**config.mk**
```make
export PLATFORM = sky130hd
export DESIGN_NAME = branch_predictor
export DESIGN_NICKNAME = d
export VERILOG_FILES = /design/src/rtl/branch_predictor.sv
export SDC_FILE = /design/constraint.sdc
export NUM_CORES = 1
export LEC_CHECK = 0
export ABC_CLOCK_PERIOD_IN_PS = 4700
export CELL_PAD_IN_SITES_DETAIL_PLACEMENT = 0
export CELL_PAD_IN_SITES_GLOBAL_PLACEMENT = 1
export CORE_AREA = 5 5 265 267
export DETAILED_ROUTE_END_ITERATION = 12
export DIE_AREA = 0 0 270 272
export MAX_ROUTING_LAYER = met4
export PLACE_DENSITY = 0.57
export SLEW_MARGIN = 30
export SYNTH_ARGS = -nofsm -noshare
export SYNTH_HDL_FRONTEND = slang
export SYNTH_SLANG_ARGS = --single-unit
```
**constraint.sdc**
```tcl
create_clock -name clk -period 4.7 [get_ports clk]
set_input_delay 0.94 -clock clk [delete_from_list [all_inputs] [get_ports clk]]
set_output_delay 0.94 -clock clk [all_outputs]
set_load 0.01 [all_outputs]
```
**src/rtl/branch_predictor.sv**
```systemverilog
// Direct-mapped BTB with 2-bit saturating counters: ID-stage lookup, EX-stage
// misprediction detection/redirect, table training and saturating statistics.
module branch_predictor #(
  parameter int PC_W     = 16,
  parameter int IDX_BITS = 4,
  parameter int STAT_W   = 16
) (
  input  logic              clk,
  input  logic              rst,
  input  logic              freeze,
  input  logic [PC_W-1:0]   id_pc,
  input  logic              id_is_branch,
  output logic              prediction,
  output logic [PC_W-1:0]   pred_target,
  input  logic              ex_br_valid,
  input  logic [PC_W-1:0]   ex_pc,
  input  logic              ex_taken,
  input  logic [PC_W-1:0]   ex_target,
  input  logic              ex_pred_taken,
  input  logic [PC_W-1:0]   ex_pred_target,
  output logic              mispredict,
  output logic [PC_W-1:0]   redirect_pc,
  output logic [STAT_W-1:0] br_count,
  output logic [STAT_W-1:0] mis_count
);
  localparam int ENTRIES = 1 << IDX_BITS;
  localparam int TAG_W   = PC_W - IDX_BITS;

  logic              valid_q  [ENTRIES];
  logic              valid_d  [ENTRIES];
  logic [TAG_W-1:0]  tag_q    [ENTRIES];
  logic [TAG_W-1:0]  tag_d    [ENTRIES];
  logic [PC_W-1:0]   target_q [ENTRIES];
  logic [PC_W-1:0]   target_d [ENTRIES];
  logic [1:0]        ctr_q    [ENTRIES];
  logic [1:0]        ctr_d    [ENTRIES];
  logic [STAT_W-1:0] br_count_q, br_count_d;
  logic [STAT_W-1:0] mis_count_q, mis_count_d;

  logic [IDX_BITS-1:0] id_idx, ex_idx;
  logic [TAG_W-1:0]    id_tag, ex_tag;
  logic                id_hit, ex_hit, upd;

  assign id_idx = id_pc[IDX_BITS-1:0];
  assign id_tag = id_pc[PC_W-1:IDX_BITS];
  assign ex_idx = ex_pc[IDX_BITS-1:0];
  assign ex_tag = ex_pc[PC_W-1:IDX_BITS];

  // Lookup reads registered state only, so a same-cycle update is not bypassed.
  assign id_hit      = valid_q[id_idx] && (tag_q[id_idx] == id_tag);
  assign prediction  = id_is_branch && id_hit && ctr_q[id_idx][1] && !freeze;
  assign pred_target = target_q[id_idx];

  assign mispredict  = ex_br_valid &&
                       ((ex_taken != ex_pred_taken) ||
                        (ex_taken && ex_pred_taken && (ex_target != ex_pred_target)));
  assign redirect_pc = ex_taken ? ex_target : ex_pc + PC_W'(1);

  assign ex_hit = valid_q[ex_idx] && (tag_q[ex_idx] == ex_tag);
  assign upd    = ex_br_valid && !freeze;

  always_comb begin
    for (int i = 0; i < ENTRIES; i++) begin
      valid_d[i]  = valid_q[i];
      tag_d[i]    = tag_q[i];
      target_d[i] = target_q[i];
      ctr_d[i]    = ctr_q[i];
    end
    br_count_d  = br_count_q;
    mis_count_d = mis_count_q;

    if (upd) begin
      if (ex_hit) begin
        if (ex_taken) begin
          if (ctr_q[ex_idx] != 2'b11) ctr_d[ex_idx] = ctr_q[ex_idx] + 2'd1;
          target_d[ex_idx] = ex_target;
        end else if (ctr_q[ex_idx] != 2'b00) begin
          ctr_d[ex_idx] = ctr_q[ex_idx] - 2'd1;
        end
      end else if (ex_taken) begin
        // Taken miss evicts whatever shares the index; start at weak-taken.
        valid_d[ex_idx]  = 1'b1;
        tag_d[ex_idx]    = ex_tag;
        target_d[ex_idx] = ex_target;
        ctr_d[ex_idx]    = 2'b10;
      end

      if (br_count_q != '1) br_count_d = br_count_q + STAT_W'(1);
      if (mispredict && (mis_count_q != '1)) mis_count_d = mis_count_q + STAT_W'(1);
    end
  end

  always_ff @(posedge clk) begin
    if (rst) begin
      for (int i = 0; i < ENTRIES; i++) begin
        valid_q[i] <= 1'b0;
        ctr_q[i]   <= 2'b01;
      end
      br_count_q  <= '0;
      mis_count_q <= '0;
    end else begin
      for (int i = 0; i < ENTRIES; i++) begin
        valid_q[i]  <= valid_d[i];
        tag_q[i]    <= tag_d[i];
        target_q[i] <= target_d[i];
        ctr_q[i]    <= ctr_d[i];
      end
      br_count_q  <= br_count_d;
      mis_count_q <= mis_count_d;
    end
  end

  assign br_count  = br_count_q;
  assign mis_count = mis_count_q;
endmodule
```
==> reports/results.ini, run 1 <==
[outcome]
status = complete, no violations

[timing]
fin_setup_tns_ns = 0
max_slew.worst_pin.slew_ns = 0.924
clock_skew_ns = 0.0142
min_period_over_period = 0.975
timing.final.setup_violations = 0
grt_setup_unrepaired = no
post-route-min-period_ns = 4.58
drv_slew = 0
worst_slew_margin_rel = 0.384
fin_worst_hold_slack_ns = 0.480
hold_viol_final = 0
fmax_mhz = 218

[clock_tree]
postCtsHoldBufs = 0
clock_transition_at_path_regs_ns = 0.06
root_buffer = clkbuf_16
tritoncts_num_sinks = 528
cts-root-to-sink-buffers = 3
clock_tree.htree_level_count = 2
cts_tree = built
cts_buf_count = 57
post-cts-setup-buffer-count = 0
clock_insertion_delay_worst_skew_ns = 0.61

[hold_path]
hp-class = reg2reg
min_from = ctr_q[10][0]

[yosys]
netlist-cell-type-count = 63
synth_flop_cell = edfxtp_1
cell_area_after_synthesis_mm2 = 0.0233
yosys_warnings = 0
yosys_register_bits = 528
synth_area_per_cell_um2 = 17.1
seq_area_frac_synth = 0.645
mappedNetlistNets = 1443
synth-async-reset-ratio = 0
synth_enable_flop_cells = 448
cell_count_after_synthesis = 1363

[pwr]
irDropWorstVdd_mv = 0.271
powerDensity_mw_per_mm2 = 369
static-leakage-power_nw = 9.24

[grt]
global_route.usage.total = 0.190
grt_first_pass_wirelength_um = 100000
first_global_vias = 14228
globalRouteOverflowTotal = 0
maximum_number_of_pins_on_one_net_before_global_route_repair = 82
grt_antenna_before_repair = 1

[final_layout]
fillCellCount = 6007
final_net_count = 1680
final_core_util = 0.424
final_cell_mix = 448 x edfxtp_1, 189 x mux4_2, 128 x clkdlybuf4s50_1
layout.cell_area.non_filler_mm2 = 0.0288
fin_cells = 2531
layout_commonest_cell = edfxtp_1
area_growth_syn_to_layout_pct = 23.3
antenna_cells_inserted = 0
multi_input_comb_area_mm2 = 0.00776
ff_latch_area_mm2 = 0.0151
share_of_post_route_cells_with_drive_strength_above_1 = 0.279

[placement]
port_buffers = 136
placedInstanceArea_mm2 = 0.0267
globalplace.congestion = 0.810
dp_hpwl_um = 44000
dp.cells = 2421

[setup_path]
timing.critical_path.slowest_cell_delay_ns = 0.69
reg2reg_from = tag_q[0][11]
critical_path_arrival_ns = 3.64
cp-start-kind = primary input
critical_path_buf_inv_count = 4
worst-endpoint-required_ns = 3.76
cp_common_cell = buf_4
worst-path-max-fanout = 57
end_kind = primary output
worst_setup_path_startpoint = id_pc[1]
path_delay_family = buffers and inverters
slowest_stage = buf_4
startpoint_to_endpoint_class_of_the_critical_path = in2out
sequence_of_cells_on_the_critical_path = buf_4 -> buf_4 -> buf_4 -> mux4_2 -> mux4_2 -> clkdlybuf4s50_1

[floorplan]
number_of_placed_i_o_pins = 137
fp.dieW_um = 270
placementRows = 96
die_h_um = 272
fp.dieArea_mm2 = 0.0734
initial_standard_cell_utilization_of_the_core = 0.344
core-area_mm2 = 0.0679

[drt]
drt-total-wl_um = 68500
drt-wirelength-per-cell_um = 27.1
detailedRoute.firstPassIterationCount = 6
drt-vias-per-instance = 5.45
vias_after_detailed_routing = 13791
initialDrtViolationCount = 1320
drc = 0
detail-route-antenna-nets = 0

[run]
cap_viol_max_count = 0

-- tightest hold or removal path, cell delays in order (launching register included) --
cell and delay [ns]:
dfxtp_1 0.33, o32ai_1 0.06, o21ai_0 0.06
-- flip-flops by register name, indices dropped and copies added (netlist names) --
signal and cells:
target_q 256, tag_q 192, ctr_q 32, br_count 16
mis_count 16, valid_q 16
-- worst paths after layout --
kind,endpoint,slack [ns],cells after the start
hold reg to reg,ctr_q[10][0],0.48,2
setup reg to reg,ctr_q[6][1],1.07,11
setup / recovery,pred_target[15],0.12,6
hold / removal,ctr_q[10][0],0.48,2
-- synthesized netlist by cell type, types with 3 or more instances --
library cell,number,share of area
and2_1,4,0.0011
clkbuf_1,49,0.0079
o32a_1,16,0.0069
xor2_1,33,0.012
dfxtp_1,80,0.069
o211ai_1,3,0.00097
edfxtp_1,448,0.58
o22ai_1,17,0.0046
mux4_2,189,0.18
inv_1,45,0.0072
o21ai_0,32,0.0069
buf_1,14,0.0023
nand4_1,12,0.0032
nor2_1,69,0.011
and3_1,10,0.0027
buf_6,3,0.0014
a31oi_1,15,0.0040
nor4_1,5,0.0013
buf_2,15,0.0032
ha_1,9,0.0048
nand2_1,58,0.0093
mux2i_1,37,0.016
or3_1,7,0.0019
a221oi_1,3,0.0011
o21ai_1,10,0.0021
nor2b_1,4,0.0011
o221ai_1,3,0.0011
o32ai_1,16,0.0060
a22oi_1,10,0.0032
o31ai_1,6,0.0019
a21oi_1,13,0.0028
buf_4,10,0.0032
nand3_1,32,0.0069
xnor2_1,42,0.016
nor3_1,8,0.0017
-- layout make-up --
class | instances | share of cell area
sequential | 528 | 0.523
multi-input combinational | 697 | 0.270
timing repair buffer | 269 | 0.0937
clock buffer | 70 | 0.0527
tap | 882 | 0.0384
clock inverter | 38 | 0.0160
inverter | 47 | 0.00613
-- logic make-up (layout without fill, tap and decap cells) --
kind of cell	Yosys count	in the layout	synth area share
multiplexers	230	230	0.202
flip-flops	528	528	0.645
AO/OA/AOI/OAI	163	163	0.0504
XOR/XNOR	76	76	0.0289
buffers and inverters	138	424	0.0256
adder cells (fa/ha/maj)	9	9	0.00483
AND/OR/NAND/NOR	219	219	0.0436
-- per-layer routing --
metal	track usage	share of wire	vias up
met5	-	0	-
met4	0.0453	0.022	0
met3	0.0269	0.051	86
met2	0.304	0.48	480
met1	0.261	0.44	7222
li1	-	-	6003
-- stage by stage --
stage	total power [W]	worst slack, ns
after floorplan	0.00564	0.196
after global placement	0.00603	-0.437
after detailed placement	0.00604	-0.468
after CTS	0.0108	0.0387
after global routing	0.0110	0.0155
final	0.0106	0.118
-- what timing repair did --
item / in CTS / in global routing
pin swaps: 2 / 0
setup endpoints to repair: 12 / 4
gates cloned: 1 / 0
gates resized for setup: 10 / 4
-- power breakdown --
| group | internal, W | total (W) | switching [W] |
|---|---|---|---|
| clock network | 0.00280 | 0.00468 | 0.00189 |
| registers | 0.00509 | 0.00510 | 0.00000949 |
| logic | 0.000393 | 0.000838 | 0.000444 |
Power figures use the tool's default switching activity.
==> run 2: changes to the inputs <==
--- a/config.mk
+++ b/config.mk
@@ -5,7 +5,7 @@
 export SDC_FILE = /design/constraint.sdc
 export NUM_CORES = 1
 export LEC_CHECK = 0
-export ABC_CLOCK_PERIOD_IN_PS = 4700
+export ABC_CLOCK_PERIOD_IN_PS = 5300
 export CELL_PAD_IN_SITES_DETAIL_PLACEMENT = 0
 export CELL_PAD_IN_SITES_GLOBAL_PLACEMENT = 1
 export CORE_AREA = 5 5 265 267
==> constraint.sdc (replaced) <==
create_clock -name clk -period 5.3 [get_ports clk]
set_input_delay 1.06 -clock clk [delete_from_list [all_inputs] [get_ports clk]]
set_output_delay 1.06 -clock clk [all_outputs]
set_load 0.01 [all_outputs]
==> reports/results.ini, run 2 (same netlist as run 1, synthesis figures left out) <==
[setup_path]
cp-start-kind = primary input
startpoint_to_endpoint_class_of_the_critical_path = in2out
r2r_setup_slack_ns = 1.61
sequence_of_cells_on_the_critical_path = clkdlybuf4s50_1 -> nand2_1 -> nor3_1 -> nand3_1 -> xnor2_1 -> o21ai_0 -> clkdlybuf4s50_1
end_kind = primary output
slowest_stage = clkdlybuf4s50_1
cp_common_cell = clkdlybuf4s50_1
timing.critical_path.slowest_cell_delay_ns = 0.86
critical_path_buf_inv_count = 2
path_delay_family = buffers and inverters
critical_path_arrival_ns = 4.10
worst-path-max-fanout = 10
worst-endpoint-required_ns = 4.24

[drt]
drt-total-wl_um = 68600
drc = 0
vias_after_detailed_routing = 13803
initialDrtViolationCount = 1132
drt-wirelength-per-cell_um = 27.4
detail-route-antenna-nets = 0
drt-vias-per-instance = 5.51
detailedRoute.firstPassIterationCount = 7

[grt]
maximum_number_of_pins_on_one_net_before_global_route_repair = 82
globalRouteOverflowTotal = 0
first_global_vias = 14063
grt_first_pass_wirelength_um = 99500
global_route.usage.total = 0.189
grt_antenna_before_repair = 2

[final_layout]
area_growth_syn_to_layout_pct = 20.9
layout_commonest_cell = edfxtp_1
largest_registers = target_q (256), tag_q (192), ctr_q (32)
final_cell_mix = 448 x edfxtp_1, 189 x mux4_2, 129 x clkdlybuf4s50_1
max_flop_register = target_q
share_of_post_route_cells_with_drive_strength_above_1 = 0.256
antenna_cells_inserted = 0
final_net_count = 1656
largest_register_ff_count = 256
final_core_util = 0.416
fillCellCount = 6050

[floorplan]
die_h_um = 272
number_of_placed_i_o_pins = 137
fp.dieArea_mm2 = 0.0734
core-area_mm2 = 0.0679
initial_standard_cell_utilization_of_the_core = 0.344
fp.dieW_um = 270
placementRows = 96

[pwr]
powerDensity_mw_per_mm2 = 330
irDropWorstVdd_mv = 0.224
static-leakage-power_nw = 8.99

[clock_tree]
clock_insertion_delay_worst_skew_ns = 0.63
cts_tree = built
cts-root-to-sink-buffers = 3
clock_transition_at_path_regs_ns = 0.06
root_buffer = clkbuf_16
cts_buf_count = 59
tritoncts_num_sinks = 528
clock_tree.htree_level_count = 2

[timing]
drv_slew = 0
max_slew.worst_pin.slew_ns = 0.936
hold_viol_final = 0
fmax_mhz = 194
fin_setup_tns_ns = 0
timing.final.setup_violations = 0
min_period_over_period = 0.974
clock_skew_ns = 0.0283
worst_slew_margin_rel = 0.375
grt_setup_unrepaired = no
post-route-min-period_ns = 5.16

[outcome]
status = complete, no violations

[placement]
port_buffers = 136
dp_hpwl_um = 43600
globalplace.congestion = 0.811

[hold_path]
hp-class = reg2reg

[run]
cap_viol_max_count = 0

## run 2: repair_timing
action / in CTS / in global routing
hold buffers: 0 / 0
endpoints found under the setup margin: 0 / 1
buffers inserted: 0 / 0
gates resized for setup: 0 / 3
hold endpoints to repair: 0 / 0
## run 2: metal layers
metal / GRT usage / up-vias / share of wire
met5: - / - / 0
met4: 0.0459 / 0 / 0.021
met3: 0.0283 / 84 / 0.060
met2: 0.302 / 486 / 0.48
met1: 0.258 / 7264 / 0.44
li1: - / 5969 / -
## run 2: path summary, 6_finish.rpt
kind	cells after the start	to	start
worst max-delay path	7	redirect_pc[13]	ex_pc[3]
worst min-delay path	2	ctr_q[10][0]	ctr_q[10][0]
worst min register to register	2	ctr_q[10][0]	ctr_q[10][0]
worst max register to register	10	ctr_q[6][1]	tag_q[0][11]
## run 2: cell type report
type / count / area (um2) / share of cell area
multi-input combinational: 697 / 7730 / 0.274
clock buffer: 67 / 1510 / 0.0534
tap: 882 / 1100 / 0.0391
clock inverter: 43 / 414 / 0.0147
inverter: 47 / 176 / 0.00625
sequential: 528 / 15100 / 0.534
timing repair buffer: 243 / 2240 / 0.0792
## run 2: tightest hold or removal path: cells and delay by family (launching register included)
kind	cells	cell delay (ns)
flops	1	0.32
compound gates	2	0.12
## run 2: where the power goes
group,switching (W),internal [W]
sequential,0.00000823,0.00452
combinational,0.000394,0.000334
clock,0.00167,0.00237
total,0.00207,0.00723
## run 2: per-stage QoR
| stage | hold WS (ns) | cell area [um2] | total power, W | instances | setup slack, ns |
|---|---|---|---|---|---|
| 6_report | 0.474 | 28200 | 0.00930 | 2507 | 0.138 |
| 5_1_grt | 0.509 | 28200 | 0.00964 | 2507 | 0.000504 |
| 4_1_cts | 0.478 | 28200 | 0.00942 | 2507 | 0.0713 |
| 3_5_place_dp | 0.464 | 26300 | 0.00535 | 2397 | 0.0935 |
| 3_3_place_gp | 0.453 | 26300 | 0.00534 | 2397 | 0.100 |
| 2_1_floorplan | 0.440 | 23300 | 0.00500 | 1363 | 0.556 |
==> run 3: changes to the inputs <==
--- a/config.mk
+++ b/config.mk
@@ -9,6 +9,7 @@
 export CELL_PAD_IN_SITES_DETAIL_PLACEMENT = 0
 export CELL_PAD_IN_SITES_GLOBAL_PLACEMENT = 1
 export CORE_AREA = 5 5 265 267
+export CTS_CLUSTER_DIAMETER = 200
 export DETAILED_ROUTE_END_ITERATION = 12
 export DIE_AREA = 0 0 270 272
 export MAX_ROUTING_LAYER = met4
==> results of run 3 <==
Same layout as run 2: the final DEF is identical, and so are final timing and power.
